===== src/rtl/load_store_unit.sv =====
// load_store_unit
//   Initiator side of the word-wide data memory port. Accepts one load/store
//   request at a time from the execute stage and drives the memory address,
//   write data and write enable. Supports byte, halfword and word accesses.
//   Load data is returned sign- or zero-extended. The memory only writes
//   whole words, so sub-word stores are done as read-modify-write.
//
//   Optional feature macro: LSU_MISALIGN_TRAP_EN
//     defined   : misaligned halfword/word requests complete immediately with
//                 rsp_err = 1 and no memory access.
//     undefined : misalignment is ignored (halfword uses addr[1], word ignores
//                 addr[1:0]) and rsp_err is always 0.
//
//   Ports
//     clk, rst_n       clock, asynchronous active-low reset
//     req_valid/ready  request handshake (accept on valid && ready)
//     req_we           1 = store, 0 = load
//     req_size         00 byte, 01 halfword, 10/11 word
//     req_signed       load extension: 1 = sign, 0 = zero
//     req_addr         byte address
//     req_wdata        right-aligned store data
//     rsp_valid        one-cycle completion pulse
//     rsp_rdata        extended load data (0 for stores and errors)
//     rsp_err          misaligned access flag
//     mem_addr         word-aligned memory address
//     mem_wdata        memory write data
//     mem_wren         memory write enable (4'b0000 or 4'b1111)
//     mem_rdata        combinational memory read data of mem_addr
module load_store_unit #(
  parameter int unsigned ADDR_BITS = 18
) (
  input  logic        clk,
  input  logic        rst_n,
  input  logic        req_valid,
  output logic        req_ready,
  input  logic        req_we,
  input  logic [1:0]  req_size,
  input  logic        req_signed,
  input  logic [31:0] req_addr,
  input  logic [31:0] req_wdata,
  output logic        rsp_valid,
  output logic [31:0] rsp_rdata,
  output logic        rsp_err,
  output logic [31:0] mem_addr,
  output logic [31:0] mem_wdata,
  output logic [3:0]  mem_wren,
  input  logic [31:0] mem_rdata
);

  typedef enum logic [1:0] {
    S_IDLE,
    S_ACCESS,
    S_WRITE,
    S_RESP
  } state_t;

  state_t      state;
  logic        we_q;
  logic [1:0]  size_q;
  logic        signed_q;
  logic [31:0] addr_q;
  logic [31:0] wdata_q;
  logic [31:0] rdata_q;
  logic        err_q;

  logic        req_misaligned;
  logic [31:0] load_ext;
  logic [31:0] merged;
  logic [7:0]  byte_lane;
  logic [15:0] half_lane;

`ifdef LSU_MISALIGN_TRAP_EN
  always_comb begin
    req_misaligned = 1'b0;
    if (req_size[1])
      req_misaligned = (req_addr[1:0] != 2'b00);
    else if (req_size[0])
      req_misaligned = req_addr[0];
  end
`else
  assign req_misaligned = 1'b0;
`endif

  // Lane extraction and sign/zero extension of the addressed load data.
  always_comb begin
    byte_lane = mem_rdata[{addr_q[1:0], 3'b000} +: 8];
    half_lane = addr_q[1] ? mem_rdata[31:16] : mem_rdata[15:0];
    load_ext  = mem_rdata;
    if (!size_q[1]) begin
      if (size_q[0])
        load_ext = {{16{signed_q & half_lane[15]}}, half_lane};
      else
        load_ext = {{24{signed_q & byte_lane[7]}}, byte_lane};
    end
  end

  // Old memory word with the addressed store lane replaced.
  always_comb begin
    merged = mem_rdata;
    if (size_q[0])
      merged[{addr_q[1], 4'b0000} +: 16] = wdata_q[15:0];
    else
      merged[{addr_q[1:0], 3'b000} +: 8] = wdata_q[7:0];
  end

  // wdata_q doubles as the mem_wdata register: it holds the right-aligned
  // store data after accept and is overwritten with the merged word before
  // WRITE, so the memory only ever sees registered write data.
  always_ff @(posedge clk or negedge rst_n) begin
    if (!rst_n) begin
      state    <= S_IDLE;
      we_q     <= 1'b0;
      size_q   <= '0;
      signed_q <= 1'b0;
      addr_q   <= '0;
      wdata_q  <= '0;
      rdata_q  <= '0;
      err_q    <= 1'b0;
    end else begin
      case (state)
        S_IDLE: begin
          if (req_valid) begin
            we_q     <= req_we;
            size_q   <= req_size;
            signed_q <= req_signed;
            addr_q   <= req_addr;
            wdata_q  <= req_wdata;
            rdata_q  <= '0;
            err_q    <= req_misaligned;
            state    <= req_misaligned ? S_RESP : S_ACCESS;
          end
        end
        S_ACCESS: begin
          if (!we_q) begin
            rdata_q <= load_ext;
            state   <= S_RESP;
          end else if (size_q[1]) begin
            state <= S_RESP;
          end else begin
            wdata_q <= merged;
            state   <= S_WRITE;
          end
        end
        S_WRITE: state <= S_RESP;
        S_RESP:  state <= S_IDLE;
        default: state <= S_IDLE;
      endcase
    end
  end

  assign req_ready = (state == S_IDLE);
  assign rsp_valid = (state == S_RESP);
  assign rsp_rdata = rdata_q;
  assign rsp_err   = err_q;
  assign mem_wdata = wdata_q;
  assign mem_addr  = {addr_q[31:ADDR_BITS], addr_q[ADDR_BITS-1:2], 2'b00};

  // Decoded from state and latched request only; an asynchronous reset
  // forces IDLE and therefore drops the enable at once.
  assign mem_wren = ((state == S_WRITE) || (state == S_ACCESS && we_q && size_q[1]))
                    ? '1 : '0;

endmodule


===== config.mk =====
export PLATFORM = sky130hd
export DESIGN_NAME = load_store_unit
export DESIGN_NICKNAME = d
export VERILOG_FILES = /design/src/rtl/load_store_unit.sv
export SDC_FILE = /design/constraint.sdc
export NUM_CORES = 1
export LEC_CHECK = 0
export ABC_AREA = 1
export CELL_PAD_IN_SITES_DETAIL_PLACEMENT = 1
export CELL_PAD_IN_SITES_GLOBAL_PLACEMENT = 1
export CORE_UTILIZATION = 33
export CTS_CLUSTER_SIZE = 40
export DETAILED_ROUTE_END_ITERATION = 7
export PLACE_DENSITY = 0.92
export SYNTH_ARGS = -nofsm -noshare
export SYNTH_HDL_FRONTEND = slang
export SYNTH_SLANG_ARGS = --single-unit

===== constraint.sdc =====
create_clock -name clk -period 2.65 [get_ports clk]
set_clock_uncertainty 0.15 [all_clocks]
set_input_delay 0.3975 -clock clk [delete_from_list [all_inputs] [get_ports clk]]
set_output_delay 0.3975 -clock clk [all_outputs]
set_load 0.005 [all_outputs]

==> qor.csv <==
stage,metric,value,unit
outcome,status,completed,
die,Die ar.,0.0188,mm^2
worst_hold_path,type of the worst min-delay path,primary input to asynchronous set/reset pin,
global_routing,first-pass GRT wire length,35600,um
sta,relative slew slack,0.578,
place,placed insts,1150,
logic_synthesis,post-synthesis simple-gate area fraction,0.248,
sta,RSZ-0062 raised after global routing,no,
power_and_ir_drop,worst vdd ir,394,uV
sta,Tcrit/Tclk final,0.975,
flow_run,total of max-cap violations,0,
die,DIE HEIGHT,137,um
logic_synthesis,post-synthesis mux area share,0.0580,
global_routing,GRT Residual Overflow,0,
logic_synthesis,register bit total from synthesis,102,
global_routing,All-Layer GR Usage,0.252,
die,Starting Density,0.336,
logic_synthesis,xor/xnor share of the synthesized area,0,
global_routing,met1 usage in global routing,0.323,
clock_network,CTS tree,built,
power_and_ir_drop,cell-internal power,5750,uW
setup_path,CP max stage cell,clkdlybuf4s50_1,
setup_path,Crit Path Category,flip-flop to output pin,
logic_synthesis,main combinational cell family by area after synthesis,simple AND/OR/NAND/NOR gates,
logic_synthesis,synthesized area per cell,7.77,um^2
clock_network,Max Buffers Root-to-Sink,2,
sta,Final Hold Vio Count,0,
clock_network,Skew-Pair Late Insertion Delay,0.36,ns
global_routing,vias in the first global route,6308,
global_routing,global routing usage on met2,0.414,
logic_synthesis,cell area after synthesis,0.00601,mm^2
finish,area growth from synthesis to layout,38.7,%
power_and_ir_drop,power per cell area,1190,mW/mm^2
logic_synthesis,Yosys top cell by area,dfrtp_1,
clock_network,Post-CTS Hold Fix Bufs,1,
global_routing,Most Crowded Layer GR,met2,
detailed_routing,Iteration-0 DRC Markers,448,
power_and_ir_drop,Seq pwr share,0.295,
setup_path,Worst path max stage delay,0.53,ns
setup_path,Worst EP required,2.10,ns
die,die width,137,um
detailed_routing,DRT antenna net count,0,
sta,Least-Margin Pin Slew,0.633,ns
logic_synthesis,Synth Instances,774,
sta,min cycle time layout,2.58,ns
logic_synthesis,Yosys top cell area share,0.424,
sta,final setup violating endpoints,0,
power_and_ir_drop,Comb pwr share,0.565,
clock_network,CTS H-tree depth,3,
clock_network,total clock sinks,102,
clock_network,CTS Buf Count,9,
logic_synthesis,"Distinct cells, synth",35,
finish,Reg area,0.00255,mm^2
detailed_routing,WL final,23400,um
setup_path,"Arr. time, crit path",2.04,ns
detailed_routing,DRT Pass-1 Iters,5,
setup_path,Startpoint Class,flip-flop,
setup_path,CP cell instances,"inv_1, ha_1, a31o_2, clkdlybuf4s50_1",
finish,final cell count without fillers,1169,
logic_synthesis,Synth Area in Adders,0.0187,
power_and_ir_drop,switch share,0.419,
clock_network,root buffer cell,clkbuf_16,
power_and_ir_drop,Power Total,9900,uW
place,Post-DP HPWL,17800,um
sta,Sum Neg Setup Slack,0,ns
clock_network,CTS resizes,0,
finish,FILL cells,2168,
logic_synthesis,largest cells by area after synthesis,"dfrtp_1 42%, nand2_1 14%, mux2_2 5.8%",
place,DP Area,0.00802,mm^2
clock_network,"CTS clk-pin slew, worst paths",0.07,ns
detailed_routing,routed len/inst,20.0,um
place,input/output buffers,202,
global_routing,largest net degree at the start of global routing,44,
finish,area occupied by multi-input gates,0.00280,mm^2
finish,final instance area,0.00834,mm^2
global_routing,antenna violations before repair,2,
setup_path,Critical Path Fanout Max,5,
power_and_ir_drop,Clock power frac,0.140,
die,CORE AREA,0.0179,mm^2
detailed_routing,via count,6108,
power_and_ir_drop,LEAKAGE,0.00378,uW
place,gpl congestion,0.912,
detailed_routing,Vias/cell,5.22,
global_routing,M3 GR Usage,0.0359,
logic_synthesis,YS warnings,0,
clock_network,Post-CTS Setup Repair Bufs,0,
detailed_routing,# DRC,0,
power_and_ir_drop,P_sw,4150,uW
logic_synthesis,register area share after synthesis,0.424,
logic_synthesis,Synth Area in Compound Gates,0.138,
die,Row Count,49,
die,I/O pin count,206,
sta,max-slew violation count,0,
setup_path,Critical Path End Type,output pin,
sta,Fmax,387,MHz
finish,nets,1045,
finish,layout cells sized above 1,0.0949,
[logic make-up (layout without fill, tap and decap cells)]
logic type / count (synthesis) / count (layout)
AND/OR/NAND/NOR: 353 / 353
flip-flops: 102 / 102
other: 1 / 5
AO/OA/AOI/OAI: 147 / 147
adder cells (fa/ha/maj): 9 / 9
buffers and inverters: 131 / 293
multiplexers: 31 / 31
[cells in the final DEF, fill, tap and decap left out, types with 8 or more instances in the layout]
cell | synthesis | final
nand2_1 | 218 | 218
clkdlybuf4s50_1 | 0 | 201
dfrtp_1 | 102 | 102
nand3_1 | 69 | 69
a21oi_1 | 53 | 53
o21ai_0 | 49 | 49
inv_1 | 47 | 47
nor2_1 | 43 | 43
mux2_2 | 31 | 31
buf_4 | 40 | 20
o22ai_1 | 16 | 16
ha_1 | 9 | 9
clkbuf_16 | 0 | 9
a21boi_0 | 8 | 8
nand4_1 | 8 | 8
[synth_stat cells]
| master | instances |
|---|---|
| nand2_1 | 218 |
| dfrtp_1 | 102 |
| nand3_1 | 69 |
| a21oi_1 | 53 |
| o21ai_0 | 49 |
| inv_1 | 47 |
| nor2_1 | 43 |
| buf_4 | 40 |
| mux2_2 | 31 |
| clkbuf_1 | 19 |
| o22ai_1 | 16 |
| buf_2 | 14 |
| ha_1 | 9 |
| a21boi_0 | 8 |
| nand4_1 | 8 |
| a21boi_1 | 6 |
| a31oi_1 | 6 |
| inv_2 | 4 |
| nand2_2 | 4 |
| o21ai_1 | 4 |
| nand3_2 | 3 |
| or2_2 | 3 |
| buf_1 | 2 |
| buf_6 | 2 |
| clkinv_1 | 2 |
| nor3_1 | 2 |
| o21ai_2 | 2 |
| a21oi_4 | 1 |
| a31o_2 | 1 |
| and2_1 | 1 |
| clkinv_2 | 1 |
| conb_1 | 1 |
| nand3_4 | 1 |
| nor2_2 | 1 |
| o21ai_4 | 1 |
[worst max-delay path: cells and delay by family (launching register included)]
kind	cells	cell delay, ns
AO/OA/AOI/OAI	1	0.25
flip-flops	1	0.43
buffers and inverters	2	0.67
adder cells (fa/ha/maj)	1	0.32
[stage by stage]
stage,util,setup WS [ns],hold slack [ns]
3_5_place_dp,0.448,0.280,0.178
5_1_grt,0.466,0.0159,0.365
4_1_cts,0.466,0.0810,0.335
3_3_place_gp,0.448,0.458,0.174
6_report,0.466,0.0655,0.332
2_1_floorplan,-,0.518,-0.0481
[state kept, by name, indices dropped and copies added (netlist names)]
register / cells
we_q: 1
rsp_rdata: 32
size_q: 2
signed_q: 1
state: 2
mem_wdata: 32
addr_q: 32
[routing by layer]
| metal | part of all wire | vias to the layer above |
|---|---|---|
| li1 | - | 2828 |
| met1 | 0.42 | 2987 |
| met2 | 0.49 | 239 |
| met3 | 0.058 | 54 |
| met4 | 0.040 | 0 |
| met5 | 0 | - |
[worst paths after layout]
| check | start | endpoint | slack, ns | cells after the start |
|---|---|---|---|---|
| max | state[1] | mem_wren[0] | 0.07 | 4 |
| min | rst_n | mem_wdata[31] | 0.33 | 2 |
| max reg2reg | addr_q[0] | mem_wdata[26] | 0.17 | 7 |
| min reg2reg | rsp_rdata[19] | rsp_rdata[19] | 0.33 | 2 |
| max in group asynchronous | rst_n | addr_q[19] | 1.33 | 3 |
| min in group clk | rsp_rdata[19] | rsp_rdata[19] | 0.33 | 2 |
[layout make-up]
cell class	instances	share of cell area
Inverter	54	0.0245
Multi-Input combinational cell	543	0.335
Clock buffer	13	0.0312
Sequential cell	102	0.306
Timing Repair Buffer	223	0.263
Clock inverter	3	0.00510
Tap cell	229	0.0344
Antenna cell	2	0.000600
[power groups by stage]
stage | clock network, uW | logic, uW | registers [uW]
floorplan | 0 | 3280 | 2740
global placement | 0 | 5320 | 2870
detailed placement | 0 | 5540 | 2920
CTS | 1400 | 5590 | 2910
global route | 1460 | 6090 | 3000
finish | 1390 | 5590 | 2920
Note: power is estimated with default switching activity, not from simulation.
